File: config.mk
export PLATFORM = sky130hd
export DESIGN_NAME = apb_requester
export DESIGN_NICKNAME = d
export VERILOG_FILES = /design/src/rtl/apb_requester.sv
export SDC_FILE = /design/constraint.sdc
export NUM_CORES = 1
export LEC_CHECK = 0
export BUFFER_PORTS_ARGS = -buffer_cell sky130_fd_sc_hd__buf_2
export CAP_MARGIN = 0
export CORE_MARGIN = 2
export CORE_UTILIZATION = 46
export DETAILED_ROUTE_END_ITERATION = 8
export PLACE_DENSITY = 0.8
export REMOVE_ABC_BUFFERS = 1
export SKIP_LAST_GASP = 1
export SYNTH_ARGS = -nofsm -noshare
export SYNTH_HDL_FRONTEND = slang
export SYNTH_SLANG_ARGS = --single-unit
File: constraint.sdc
create_clock -name pclk -period 2.5 [get_ports pclk]
set_input_delay 0.5 -clock pclk [delete_from_list [all_inputs] [get_ports pclk]]
set_output_delay 0.5 -clock pclk [all_outputs]
set_load 0.05 [all_outputs]
File: src/rtl/apb_requester.sv
// APB4 requester: turns valid/ready commands into SETUP/ACCESS bus transfers,
// decodes the upper address bits into a one-hot PSEL, rejects misaligned
// addresses locally and aborts transfers whose PREADY never arrives.
module apb_requester #(
  parameter int unsigned ADDR_WIDTH     = 32,
  parameter int unsigned DATA_WIDTH     = 32,
  parameter int unsigned NUM_SEL        = 4,
  parameter int unsigned TIMEOUT_CYCLES = 16
) (
  input  logic                    pclk,
  input  logic                    reset,
  // Command port
  input  logic                    cmd_valid,
  output logic                    cmd_ready,
  input  logic                    cmd_write,
  input  logic [ADDR_WIDTH-1:0]   cmd_addr,
  input  logic [DATA_WIDTH-1:0]   cmd_wdata,
  input  logic [DATA_WIDTH/8-1:0] cmd_strb,
  input  logic [2:0]              cmd_prot,
  // Response port
  output logic                    rsp_valid,
  input  logic                    rsp_ready,
  output logic [DATA_WIDTH-1:0]   rsp_rdata,
  output logic                    rsp_slverr,
  output logic                    rsp_timeout,
  // APB bus
  output logic [NUM_SEL-1:0]      psel,
  output logic                    penable,
  output logic                    pwrite,
  output logic [ADDR_WIDTH-1:0]   paddr,
  output logic [DATA_WIDTH-1:0]   pwdata,
  output logic [DATA_WIDTH/8-1:0] pstrb,
  output logic [2:0]              pprot,
  input  logic [DATA_WIDTH-1:0]   prdata,
  input  logic                    pready,
  input  logic                    pslverr
);

  localparam int unsigned SelW = (NUM_SEL > 1) ? $clog2(NUM_SEL) : 1;
  localparam int unsigned CntW = (TIMEOUT_CYCLES > 0) ? $clog2(TIMEOUT_CYCLES + 1) : 1;

  typedef enum logic [1:0] {StIdle, StSetup, StAccess, StResp} state_e;

  state_e                  state_q;
  logic [NUM_SEL-1:0]      psel_q;
  logic                    penable_q;
  logic                    pwrite_q;
  logic [ADDR_WIDTH-1:0]   paddr_q;
  logic [DATA_WIDTH-1:0]   pwdata_q;
  logic [DATA_WIDTH/8-1:0] pstrb_q;
  logic [2:0]              pprot_q;
  logic                    rsp_valid_q;
  logic [DATA_WIDTH-1:0]   rsp_rdata_q;
  logic                    rsp_slverr_q;
  logic                    rsp_timeout_q;
  logic [CntW-1:0]         tmo_cnt_q;

  logic [SelW-1:0]         sel_idx;
  logic [NUM_SEL-1:0]      sel_onehot;
  logic                    misaligned;
  logic                    tmo_hit;

  // Peripheral index comes from the top address bits; a single peripheral is always selected.
  assign sel_idx    = (NUM_SEL == 1) ? '0 : cmd_addr[ADDR_WIDTH-1 -: SelW];
  assign sel_onehot = NUM_SEL'(1) << sel_idx;
  assign misaligned = (cmd_addr[1:0] != 2'b00);

  // This wait cycle would be the TIMEOUT_CYCLES-th with PREADY low.
  assign tmo_hit = (TIMEOUT_CYCLES != 0) &&
                   ((32'(tmo_cnt_q) + 32'd1) == TIMEOUT_CYCLES);

  // Transfer sequencing with all bus and response outputs registered.
  always_ff @(posedge pclk) begin
    if (reset) begin
      state_q       <= StIdle;
      psel_q        <= '0;
      penable_q     <= 1'b0;
      pwrite_q      <= 1'b0;
      paddr_q       <= '0;
      pwdata_q      <= '0;
      pstrb_q       <= '0;
      pprot_q       <= '0;
      rsp_valid_q   <= 1'b0;
      rsp_rdata_q   <= '0;
      rsp_slverr_q  <= 1'b0;
      rsp_timeout_q <= 1'b0;
      tmo_cnt_q     <= '0;
    end else begin
      unique case (state_q)
        StIdle: begin
          if (cmd_valid) begin
            if (misaligned) begin
              // Rejected locally: the bus is never touched.
              state_q       <= StResp;
              rsp_valid_q   <= 1'b1;
              rsp_rdata_q   <= '0;
              rsp_slverr_q  <= 1'b1;
              rsp_timeout_q <= 1'b0;
            end else begin
              state_q   <= StSetup;
              psel_q    <= sel_onehot;
              penable_q <= 1'b0;
              pwrite_q  <= cmd_write;
              paddr_q   <= cmd_addr;
              pwdata_q  <= cmd_wdata;
              pstrb_q   <= cmd_write ? cmd_strb : '0;
              pprot_q   <= cmd_prot;
              tmo_cnt_q <= '0;
            end
          end
        end
        StSetup: begin
          state_q   <= StAccess;
          penable_q <= 1'b1;
        end
        StAccess: begin
          if (pready) begin
            state_q       <= StResp;
            psel_q        <= '0;
            penable_q     <= 1'b0;
            rsp_valid_q   <= 1'b1;
            rsp_rdata_q   <= (pwrite_q || pslverr) ? '0 : prdata;
            rsp_slverr_q  <= pslverr;
            rsp_timeout_q <= 1'b0;
          end else if (tmo_hit) begin
            state_q       <= StResp;
            psel_q        <= '0;
            penable_q     <= 1'b0;
            rsp_valid_q   <= 1'b1;
            rsp_rdata_q   <= '0;
            rsp_slverr_q  <= 1'b1;
            rsp_timeout_q <= 1'b1;
          end else begin
            tmo_cnt_q <= tmo_cnt_q + CntW'(1);
          end
        end
        StResp: begin
          if (rsp_ready) begin
            state_q     <= StIdle;
            rsp_valid_q <= 1'b0;
          end
        end
        default: state_q <= StIdle;
      endcase
    end
  end

  assign cmd_ready   = (state_q == StIdle) && !reset;
  assign psel        = psel_q;
  assign penable     = penable_q;
  assign pwrite      = pwrite_q;
  assign paddr       = paddr_q;
  assign pwdata      = pwdata_q;
  assign pstrb       = pstrb_q;
  assign pprot       = pprot_q;
  assign rsp_valid   = rsp_valid_q;
  assign rsp_rdata   = rsp_rdata_q;
  assign rsp_slverr  = rsp_slverr_q;
  assign rsp_timeout = rsp_timeout_q;

endmodule

# Word level (Yosys, flattened, before mapping)
# Index checks and enable logic that the tools add are counted.
[totals]
regBits = 119
inputBits = 110
[op_classes]
add_sub_neg = 2
eq_ne = 11
n_shift = 1
n_mux = 40
n_bitwise = 1
n_reduce_logical = 15
[ops]
columns = ["operator", "n"]
rows = [
  ["$mux W32", 5],
  ["$pmux W32 S2", 1],
  ["$mux W4", 5],
  ["$mux W5", 4],
  ["$mux W1", 13],
  ["$ne A2 B2 Y1 const B", 6],
  ["$reduce_and A4 Y1", 3],
  ["$mux W2", 5],
  ["$pmux W5 S2", 1],
  ["$reduce_and A5 Y1", 2],
  ["$pmux W2 S4", 1],
  ["$pmux W4 S2", 1],
  ["$add A5 B1 Y6 const B", 1],
  ["$eq A6 B5 Y1 const B", 1],
  ["$pmux W1 S3", 2],
  ["$reduce_and A3 Y1", 2],
  ["$reduce_bool A3 Y1", 2],
  ["$add A5 B1 Y5 const B", 1],
  ["$eq A2 B2 Y1 const B", 2],
  ["$pmux W1 S2", 2],
  ["$reduce_bool A2 Y1", 2],
  ["$shl A1 B2 Y4 const A", 1],
  ["$ne A3 B3 Y1 const B", 1],
  ["$eq A2 B1 Y1 const B", 1],
  ["other kinds (5)", 5],
]

# Depth between registers and ports, before layout
[logic_depth]
word_depth = 5
mapped_depth = 8

# Worst setup path before layout
# No wires, ideal clock.
[synth_path]
kind = "input to output"
start = "input port reset"
end = "output port cmd_ready"
arrival_ns = 1.592
t_required_ns = 2.000
path_slack_ns = 0.408
path_stages = 3
path_buffers = 2
cell_sequence = "clkbuf_1 -> clkbuf_1 -> nor2b_1"
[synth_between]
elab_chain_len = 2
[synth_lines]
columns = ["element", "line_no", "text"]
rows = [
  ["from (decl)", "11", "input logic reset,"],
  ["$logic_not A1 Y1", "148", "assign cmd_ready = (state_q == StIdle) && !reset;"],
  ["$logic_and A1 B1 Y1", "148", ""],
  ["to (decl)", "14", "output logic cmd_ready,"],
]
# Every way passes these cells.

# Worst setup path after layout
[layout_path]
start = "register state_q[0]"
end = "output port cmd_ready"
[layout_between]
elab_chain_len = 2
[layout_lines]
columns = ["element", "line_no", "text"]
rows = [
  ["from (decl)", "44", "state_e state_q;"],
  ["from (signal assigned)", "75", "state_q <= StIdle;"],
  ["from (signal assigned)", "94", "state_q <= StResp;"],
  ["from (signal assigned)", "100", "state_q <= StSetup;"],
  ["$logic_not A2 Y1", "148", ""],
  ["$logic_and A1 B1 Y1", "148", ""],
]
# Every way passes these cells.

==> flow_metrics.py <==
metrics = {
    "setup_path": {
        "worstSetupPathType": "register to output pin",
        "crit_required_ns": 2.00,
        "crit_path_start_kind": "register",
        "cp.arrival_ns": 1.77,
        "cp_max_fo": 7,
        "end_kind": "output pin",
    },
    "sta": {
        "drv_slew": 0,
        "relSlewSlack": 0.616,
        "finalCritPeriodShare": 0.909,
        "max_freq_mhz": 440,
        "hold_viol": 0,
        "max_slew.worst_pin.slew_ns": 0.576,
        "rsz0062_at_grt": "no",
        "finalSetupViolCount": 0,
        "skew_ns": 0.0120,
        "layout_min_cycle_time_ns": 2.27,
    },
    "power_and_ir_drop": {
        "p_leak_nw": 3.00,
        "power.internal_mw": 3.87,
        "power_density_nw_per_um2": 897,
        "combinationalPowerShare": 0.231,
        "swShare": 0.319,
        "clkPwrFrac": 0.403,
        "p_seq_frac": 0.367,
        "net-switching-power_mw": 1.82,
        "peakVddDrop_v": 0.000512,
    },
    "grt": {
        "antenna_found_initial": 0,
        "busiest_layer": "met2",
        "use_met2": 0.387,
        "gr-usage-all-layers": 0.225,
        "grt_pass1_vias": 4179,
        "grt_pass1_wl_mm": 18.7,
        "grt-ovfl-total": 0,
        "grt_util_met1": 0.247,
        "grt_max_degree": 58,
        "gr-usage-met3": 0.0948,
    },
    "finish": {
        "final_common_cell": "buf_2",
        "drive_above_1_share": 0.345,
        "syn2layout_area_growth_pct": 39.4,
        "fin_cells": 904,
        "layout_common_cells": "buf_2 (222), nand2_1 (206), dfxtp_1 (119)",
        "fin_nets": 875,
        "final_util": 0.655,
        "diodes": 0,
    },
    "synthesis": {
        "synthArstFlopShare": 0,
        "synth.cell_area_um2": 4550,
        "netlist-cell-type-count": 41,
        "ys_seq_area_frac": 0.524,
        "ys_seq_elements": 119,
        "ys.flop_type": "dfxtp_1",
        "synth_mux_area_frac": 0.0748,
        "synth_edf_count": 0,
        "synth_cells": 545,
        "yosys.area_share.simple": 0.217,
        "syn_area_per_cell_um2": 8.35,
        "post-synth-top-area-fraction": 0.524,
        "yosysWarningCount": 0,
        "synth-compound-area-share": 0.124,
        "synth_xor_area_frac": 0.00385,
        "synthAdderAreaFrac": 0.0193,
        "synth_largest_area_cell": "dfxtp_1",
        "synth_top_family_by_area": "simple AND/OR/NAND/NOR gates",
        "netlist_top_cells_area": "dfxtp_1 (52%), nand2_1 (17%), a21oi_1 (8.7%)",
    },
    "route": {
        "post_drt_wl_per_cell_um": 13.8,
        "drt_iter0_drc": 85,
        "wirelength_mm": 12.5,
        "ant_nets": 0,
        "routed_via_density": 4.90,
        "drcViolationCount": 0,
        "drt_pass1_iterations": 6,
        "via_count": 4431,
    },
    "placed_design": {
        "io_buffers": 222,
        "placed_cells": 872,
        "dp_hpwl_mm": 9.12,
        "place.gp.congestion": 0.917,
    },
    "clock_network": {
        "clock-sinks": 119,
        "path_clk_slew_ns": 0.06,
        "cts.htree.levels": 4,
        "post_cts_buffers": 0,
        "cts_resized": 0,
        "ctsRootBufferMaster": "clkbuf_8",
        "clk_latency_ns": 0.50,
        "numCtsBuffers": 17,
        "tritoncts": "done",
        "cts.path.max_buffers": 2,
        "cts_hold_buf": 0,
    },
    "floorplan": {
        "num_rows": 36,
        "die_w_um": 103,
        "die_h_um": 103,
        "start_util": 0.470,
        "io-pin-count": 223,
        "die_area_um2": 10700,
        "core_um2": 9680,
    },
    "run_status": {
        "status": "complete, no violations",
    },
    "run": {
        "cap_viol_max_count": 0,
    },
    "hold_path": {
        "worstHoldPathType": "input port to register",
    },
}
==> critical path, stage by stage (launching register included) <==
cell,delay (ns)
dfxtp_1,0.34
inv_1,0.13
ha_1,0.32
nor2b_1,0.20
buf_2,0.28
==> sequential cells by signal (all words and copies together) (netlist names), 2 cells and up <==
name       flops
rsp_rdata     32
pwdata        32
state_q        2
tmo_cnt_q      5
pprot          3
paddr         32
pstrb          4
psel           4
==> metrics by stage <==
step           worst slack, ns  setup TNS [ns]  power [mW]  cell area (µm²)  hold WS (ns)
2_1_floorplan            -1.06          -48.54        3.04             4390         0.474
3_3_place_gp             0.500               0        3.39             5770         0.436
3_5_place_dp             0.341               0        3.44             5770         0.443
4_1_cts                  0.199               0        5.74             6340         0.205
5_1_grt                  0.150               0        5.93             6340         0.217
6_report                 0.227               0        5.69             6340         0.229
==> layout make-up <==
type	instances	area (µm²)
sequential	119	2380
fill	806	3340
clock buffer	21	439
clock inverter	11	126
inverter	4	15.0
multi-input combinational	386	2030
timing repair buffer	230	1180
tap	133	166
==> cell families after synthesis <==
| kind of cell | Yosys count |
|---|---|
| simple gates | 244 |
| xor+xnor | 2 |
| fa+ha+maj | 7 |
| flops | 119 |
| compound gates | 99 |
| mux | 34 |
| buf+inv | 40 |
==> path summary, 6_finish.rpt <==
path	from	to	slack (ns)	depth (start not counted)
setup / recovery	state_q[0]$_SDFFE_PP0P_	cmd_ready	0.23	4
setup reg to reg	state_q[0]$_SDFFE_PP0P_	rsp_rdata[16]$_SDFFE_PP0P_	0.32	7
hold reg to reg	pwdata[27]$_SDFFE_PP0P_	pwdata[27]$_SDFFE_PP0P_	0.45	2
hold / removal	cmd_addr[15]	paddr[15]$_SDFFE_PP0P_	0.23	3
==> Yosys cell counts (2+ instances only) <==
library cell,instances
dfxtp_1,119
nor2_1,12
o21ai_1,2
mux2i_1,34
nand4_1,2
nand3_1,6
nand2_2,2
a21oi_1,79
xor2_1,2
a22o_1,2
ha_1,7
buf_4,3
buf_2,7
and3_1,2
nor2b_1,4
nand2_1,206
clkbuf_1,26
inv_1,4
nand2b_1,2
o21ai_0,2
a32o_1,2
==> routing by layer <==
layer	share of wire	up-vias
met5	0	-
met4	0.017	0
met3	0.10	19
met2	0.48	201
met1	0.40	1989
li1	-	2222
==> power groups by stage <==
stage / Clock, mW / Sequential (mW) / Combinational [mW]
2_1_floorplan: 0 / 2.47 / 0.565
3_3_place_gp: 0 / 2.12 / 1.27
3_5_place_dp: 0 / 2.13 / 1.31
4_1_cts: 2.34 / 2.09 / 1.31
5_1_grt: 2.42 / 2.10 / 1.40
6_report: 2.29 / 2.09 / 1.31
No activity file was read; power rests on OpenSTA's default activity.
